==> src/rtl/spi_reg_bridge.sv <==
// rtl/spi_reg_bridge.sv - SPI byte stream to 8-bit register bus bridge.
// Burst address increment is enabled by defining SPI_BRIDGE_AUTOINC_EN.
module spi_reg_bridge #(
  parameter int          ADDR_W = 7,
  parameter logic [7:0]  STATUS = 8'hA5
) (
  input  logic              clk,
  input  logic              reset,
  input  logic              ncs,
  input  logic [7:0]        rx_data,
  input  logic              rx_tick,
  output logic [7:0]        tx_data,
  output logic [ADDR_W-1:0] bus_addr,
  output logic [7:0]        bus_wdata,
  output logic              bus_we,
  output logic              bus_re,
  input  logic [7:0]        bus_rdata,
  output logic              busy
);

  typedef enum logic [2:0] {IDLE, CMD, WR, RD_FETCH, RD} state_t;

`ifdef SPI_BRIDGE_AUTOINC_EN
  localparam logic [ADDR_W-1:0] ADV = ADDR_W'(1);
`else
  localparam logic [ADDR_W-1:0] ADV = '0;
`endif

  state_t state;
  // Cleared by reset so a frame interrupted by reset is ignored until ncs toggles.
  logic   armed;

  always_ff @(posedge clk) begin
    if (reset) begin
      state     <= IDLE;
      armed     <= 1'b0;
      tx_data   <= STATUS;
      bus_addr  <= '0;
      bus_wdata <= '0;
      bus_we    <= 1'b0;
      bus_re    <= 1'b0;
      busy      <= 1'b0;
    end else begin
      bus_we <= 1'b0;
      bus_re <= 1'b0;
      if (ncs) begin
        state   <= IDLE;
        armed   <= 1'b1;
        tx_data <= STATUS;
        busy    <= 1'b0;
      end else begin
        case (state)
          IDLE: begin
            if (armed) state <= CMD;
            tx_data <= STATUS;
          end
          CMD: begin
            tx_data <= STATUS;
            if (rx_tick) begin
              bus_addr <= rx_data[ADDR_W-1:0];
              busy     <= 1'b1;
              if (rx_data[7]) begin
                bus_re <= 1'b1;
                state  <= RD_FETCH;
              end else begin
                state  <= WR;
              end
            end
          end
          WR: begin
            // Address moves on only after the strobe has been seen at the old address.
            if (bus_we) bus_addr <= bus_addr + ADV;
            if (rx_tick) begin
              bus_wdata <= rx_data;
              bus_we    <= 1'b1;
            end
          end
          RD_FETCH: begin
            // bus_rdata is valid the clock after the strobe, so capture once it drops.
            if (!bus_re) begin
              tx_data <= bus_rdata;
              state   <= RD;
            end
          end
          RD: begin
            if (rx_tick) begin
              bus_addr <= bus_addr + ADV;
              bus_re   <= 1'b1;
              state    <= RD_FETCH;
            end
          end
          default: state <= IDLE;
        endcase
      end
    end
  end

endmodule

==> config.mk <==
export PLATFORM = sky130hd
export DESIGN_NAME = spi_reg_bridge
export DESIGN_NICKNAME = d
export VERILOG_FILES = /design/src/rtl/spi_reg_bridge.sv
export SDC_FILE = /design/constraint.sdc
export NUM_CORES = 1
export LEC_CHECK = 0
export ABC_AREA = 1
export CAP_MARGIN = 30
export CORE_MARGIN = 2
export CORE_UTILIZATION = 32
export CTS_CLUSTER_DIAMETER = 100
export DETAILED_ROUTE_END_ITERATION = 8
export SYNTH_ARGS = -nofsm -noshare
export SYNTH_HDL_FRONTEND = slang
export SYNTH_SLANG_ARGS = --single-unit
export TNS_END_PERCENT = 20
==> constraint.sdc <==
create_clock -name clk -period 2.8 [get_ports clk]
set_clock_uncertainty 0.05 [all_clocks]
set_input_delay 0.56 -clock clk [delete_from_list [all_inputs] [get_ports clk]]
set_output_delay 0.56 -clock clk [all_outputs]
set_load 0.005 [all_outputs]
Word level (Yosys, flattened, before mapping) --
Index checks and enable logic that the tools add are counted.
Word-level totals: output and inout port bits 26, word-level logic and storage cells 40, bits in registers 30, bits of input ports 20
Operators by class: reductions and logical operators 10, equality and inequality tests 8, multiplexer cells 12, bitwise operators 2
Operator list (count):
- $pmux W8 S2 | 1
- $pmux W3 S5 | 1
- $mux W3 | 4
- $mux W8 | 1
- $ne A2 B2 Y1 const B | 4
- $eq A3 B2 Y1 const B | 2
- $reduce_and A3 Y1 | 2
- $reduce_and A5 Y1 | 1
- $mux W1 | 4
- $reduce_and A2 Y1 | 2
- $reduce_or A2 Y1 | 2
- $eq A3 B1 Y1 const B | 1
- $eq A3 B3 Y1 const B | 1
- $logic_not A3 Y1 | 1
- $reduce_or A3 Y1 | 1
- $not A1 Y1 | 2
- $pmux W1 S2 | 1
- $reduce_bool A2 Y1 | 1

Longest topological paths before layout --
depth after elaboration 4, gate-level depth with buffers 8, depth with buffers taken out 8

Worst setup path before layout --
OpenSTA, ideal clock, no wires.
path type input to register, start point in ncs, end point reg bus_wdata[0], stages 6, required time 2634 ps, setup time 116 ps, arrival time 1206 ps, setup slack 1428 ps, buffers on the path 0, path through inv_1 > nand2_1 > nor3_4 > inv_2 > nor2_1 > nor2_1
Between the ends: cells in the longest elaborated chain, start to end 2
RTL lines:
- start, declared | RTL line 9 | input logic ncs,
- $not A1 Y1 (no line)
- $reduce_and A3 Y1 (no line)
- end signal, assigned | RTL line 74 | bus_wdata <= rx_data;
- end, declared | RTL line 14 | output logic [7:0] bus_wdata,
Every way passes these cells. A chain may end at the register's enable or synchronous reset.

Worst setup path after layout --
start point in rx_tick, end point reg bus_wdata[5]
Between the ends: cells in the longest elaborated chain, start to end 1
RTL lines:
- start, declared | RTL line 11 | input logic rx_tick,
- $reduce_and A3 Y1 (no line)
Every way passes these cells.

==> summary.txt <==
Clock network
  • Post-CTS setup buffer count: 0
  • CTS tree: built
  • Clock buffer depth: 2
  • TritonCTS buffer count: 5
  • Clk Latency, worst-skew pair: slightly above 300 ps
  • Cts hold-fix bufs: 0
  • Root buffer cell: clkbuf_4
  • Clock-pin slew on the worst setup and hold paths: around 90 ps
  • CTS Sinks: 30
  • CTS H-tree depth: 2
  • Post_cts resized: 0

Synthesis
  • Post-synth top cells: nor2_1, dfxtp_1, o21ai_0, nand2_1, a21oi_1
  • Net count after synthesis: 171
  • Synthesized area: approximately 1200 um^2
  • Top_reg_cell synth: dfxtp_1
  • Yosys Warn Count: 0
  • Seq/Total Area, Yosys: 51.9%
  • Top post-synthesis cells by area: dfxtp_1, nor2_1, o21ai_0
  • Mean post-synth cell area: 7.66 um^2
  • Synth Instances: ~150
  • Synth async-reset ratio: 0%
  • EDFF count, synth: 0
  • Yosys top cell area share: around 52%
  • Top-count cell post-synth: nor2_1
  • Area leader, netlist: dfxtp_1
  • Synthesized flop and latch total: 30
  • Post-synthesis cell type count: 16

Placed design
  • Port Buffer Count: 45
  • Gpl congestion: ~0.84
  • Hpwl dp: between 2000 and 2500 um
  • Post-Place Cell Area: between 1500 and 2000 um^2

Flow run
  • Max Cap Viol: 0

Floorplanning
  • Row cnt: 21
  • Die ar.: between 4000 and 5000 um^2
  • Num ports: 46
  • Placeable Area: about 3400 um^2
  • Die Wd: ~64 um
  • Die H: around 64 um
  • Starting Density: between 30 and 40%

Status
  • Status: complete, no violations

Route
  • DRT antenna net count: 0
  • DRT iter0 DRCs: 74
  • TritonRoute pass-1 iters: 4
  • # DRC: 0
  • Average routed wire per standard cell: between 10 and 15 um
  • Via Count: between 1k and 1.5k
  • Routed WL: just under 3000 um
  • Vias per cell: around 4.6

Pwr
  • PwrDens: 506 nW/um^2
  • Reg power frac: approximately half
  • Maximum vdd drop: about 0.22 mV
  • Switching Fraction: 21.7%
  • Post-route total power: a little under 900 uW
  • Comb power frac: 10.1%
  • Leak pwr: between 0.6 and 0.7 nW
  • Power Internal: around 700 uW
  • P_sw: 192 uW
  • Clock power share: about two fifths

GRT
  • Initial antenna violation count: 0
  • Largest net degree at the start of global routing: 16
  • First-pass GRT wire length: between 4000 and 5000 um
  • Total global routing track utilization: between 10% and 20%
  • Vias in the first global route: approximately 1.1k
  • GR Overflow Total: 0

Timing
  • FMAX: between 500 and 600 MHz
  • Max-slew headroom: between 70% and 80%
  • Unrepaired setup endpoints after global routing: false
  • Max Transition Viols Final: 0
  • Final hold viol count: 0
  • Sum of negative setup slack: 0 ps
  • Fin crit period: between 1500 and 2000 ps
  • Crit share post-route: ~64%
  • Least-Margin Pin Slew: ~400 ps
  • Setup Viol. Count Final: 0

Worst setup path
  • Crit path DAT: ~2000 ps
  • Setup crit start kind: input pin
  • Critical path capture point type: register
  • Data required time of the critical path: slightly below 3000 ps
  • Critical path class: input pin to register
  • Crit-path max FO: 10

Cells and area
  • Area delta synth->final: 50.6%
  • Layout cells sized above 1: a little under a tenth
  • Fillcell total: 346
  • Antenna cells: 0
  • Design Area, Final: 1740 um^2
  • Final nets: ~220

Hold path
  • Worst hold path type: register to register
-- power groups by stage --
stage | clock [mW] | combinational (mW) | sequential [mW]
floorplan | 0 | 0.0382 | 0.451
finish | 0.350 | 0.0890 | 0.442
detailed placement | 0 | 0.0891 | 0.452
global placement | 0 | 0.0879 | 0.452
CTS | 0.361 | 0.0895 | 0.442
global route | 0.380 | 0.0971 | 0.443
-- critical path, stage by stage --
cell and delay (ps):
clkdlybuf4s50_1 520, nand2_1 170, nor3_4 360, inv_2 170
nor2_1 130, nor2_1 50
-- area by class of cell --
class / instances / area, um^2 / share of cell area (%)
Clock buffer: 6 / 51.3 / 2.95
Clock inverter: 1 / 30.0 / 1.72
Inverter: 13 / 48.8 / 2.80
Multi-Input combinational cell: 107 / 503 / 28.9
Sequential cell: 30 / 601 / 34.5
Tap cell: 46 / 57.6 / 3.30
Timing Repair Buffer: 45 / 450 / 25.9
-- cells in the final DEF (no fill, tap or decap), drive strengths merged --
cell type      count
nand4              1
clkdlybuf4s50     45
inv               12
nor3               3
a21oi             11
bufinv             1
dfxtp             30
nor2              44
o21ai             21
clkbuf             6
clkinv             1
nand2             17
nand3             10
-- path summary, 6_finish.rpt --
check | start | endpoint | slack (ps) | depth (start not counted)
hold / removal | tx_data[5] | tx_data[5] | 420 | 2
setup / recovery | rx_tick | bus_wdata[5] | 1000 | 6
setup reg to reg | state[1] | bus_wdata[5] | 1320 | 5
hold reg to reg | tx_data[5] | tx_data[5] | 420 | 2
-- stage by stage --
stage	worst slack, ps	hold slack [ps]	cells	util, %
after CTS	976	422	248	51.0
after floorplan	1430	388	151	-
after global placement	715	399	241	48.6
after detailed placement	684	400	241	48.6
after global routing	923	440	248	51.0
final	996	422	248	51.0
-- sequential cells by signal, summed over array words and instances (netlist names) --
register,cells
bus_re,1
state,3
bus_we,1
armed,1
bus_addr,7
busy,1
tx_data,8
bus_wdata,8
-- metal layers --
layer	share of wire, %	wire length [um]	up-vias	GRT usage [%]
met1	48	1380	524	19.3
met4	1.0	29	0	7.18
li1	-	-	594	-
met2	45	1310	32	21.2
met3	5.9	172	2	6.69
met5	0	0	-	0
-- cell families after synthesis --
family                 after synthesis  synth area share (%)
DFF                                 30                  51.9
buffers and inverters               14                  4.54
AOI/OAI and AO/OA                   32                  13.9
and+or+nand+nor                     75                  29.7
Power figures use the tool's default switching activity.
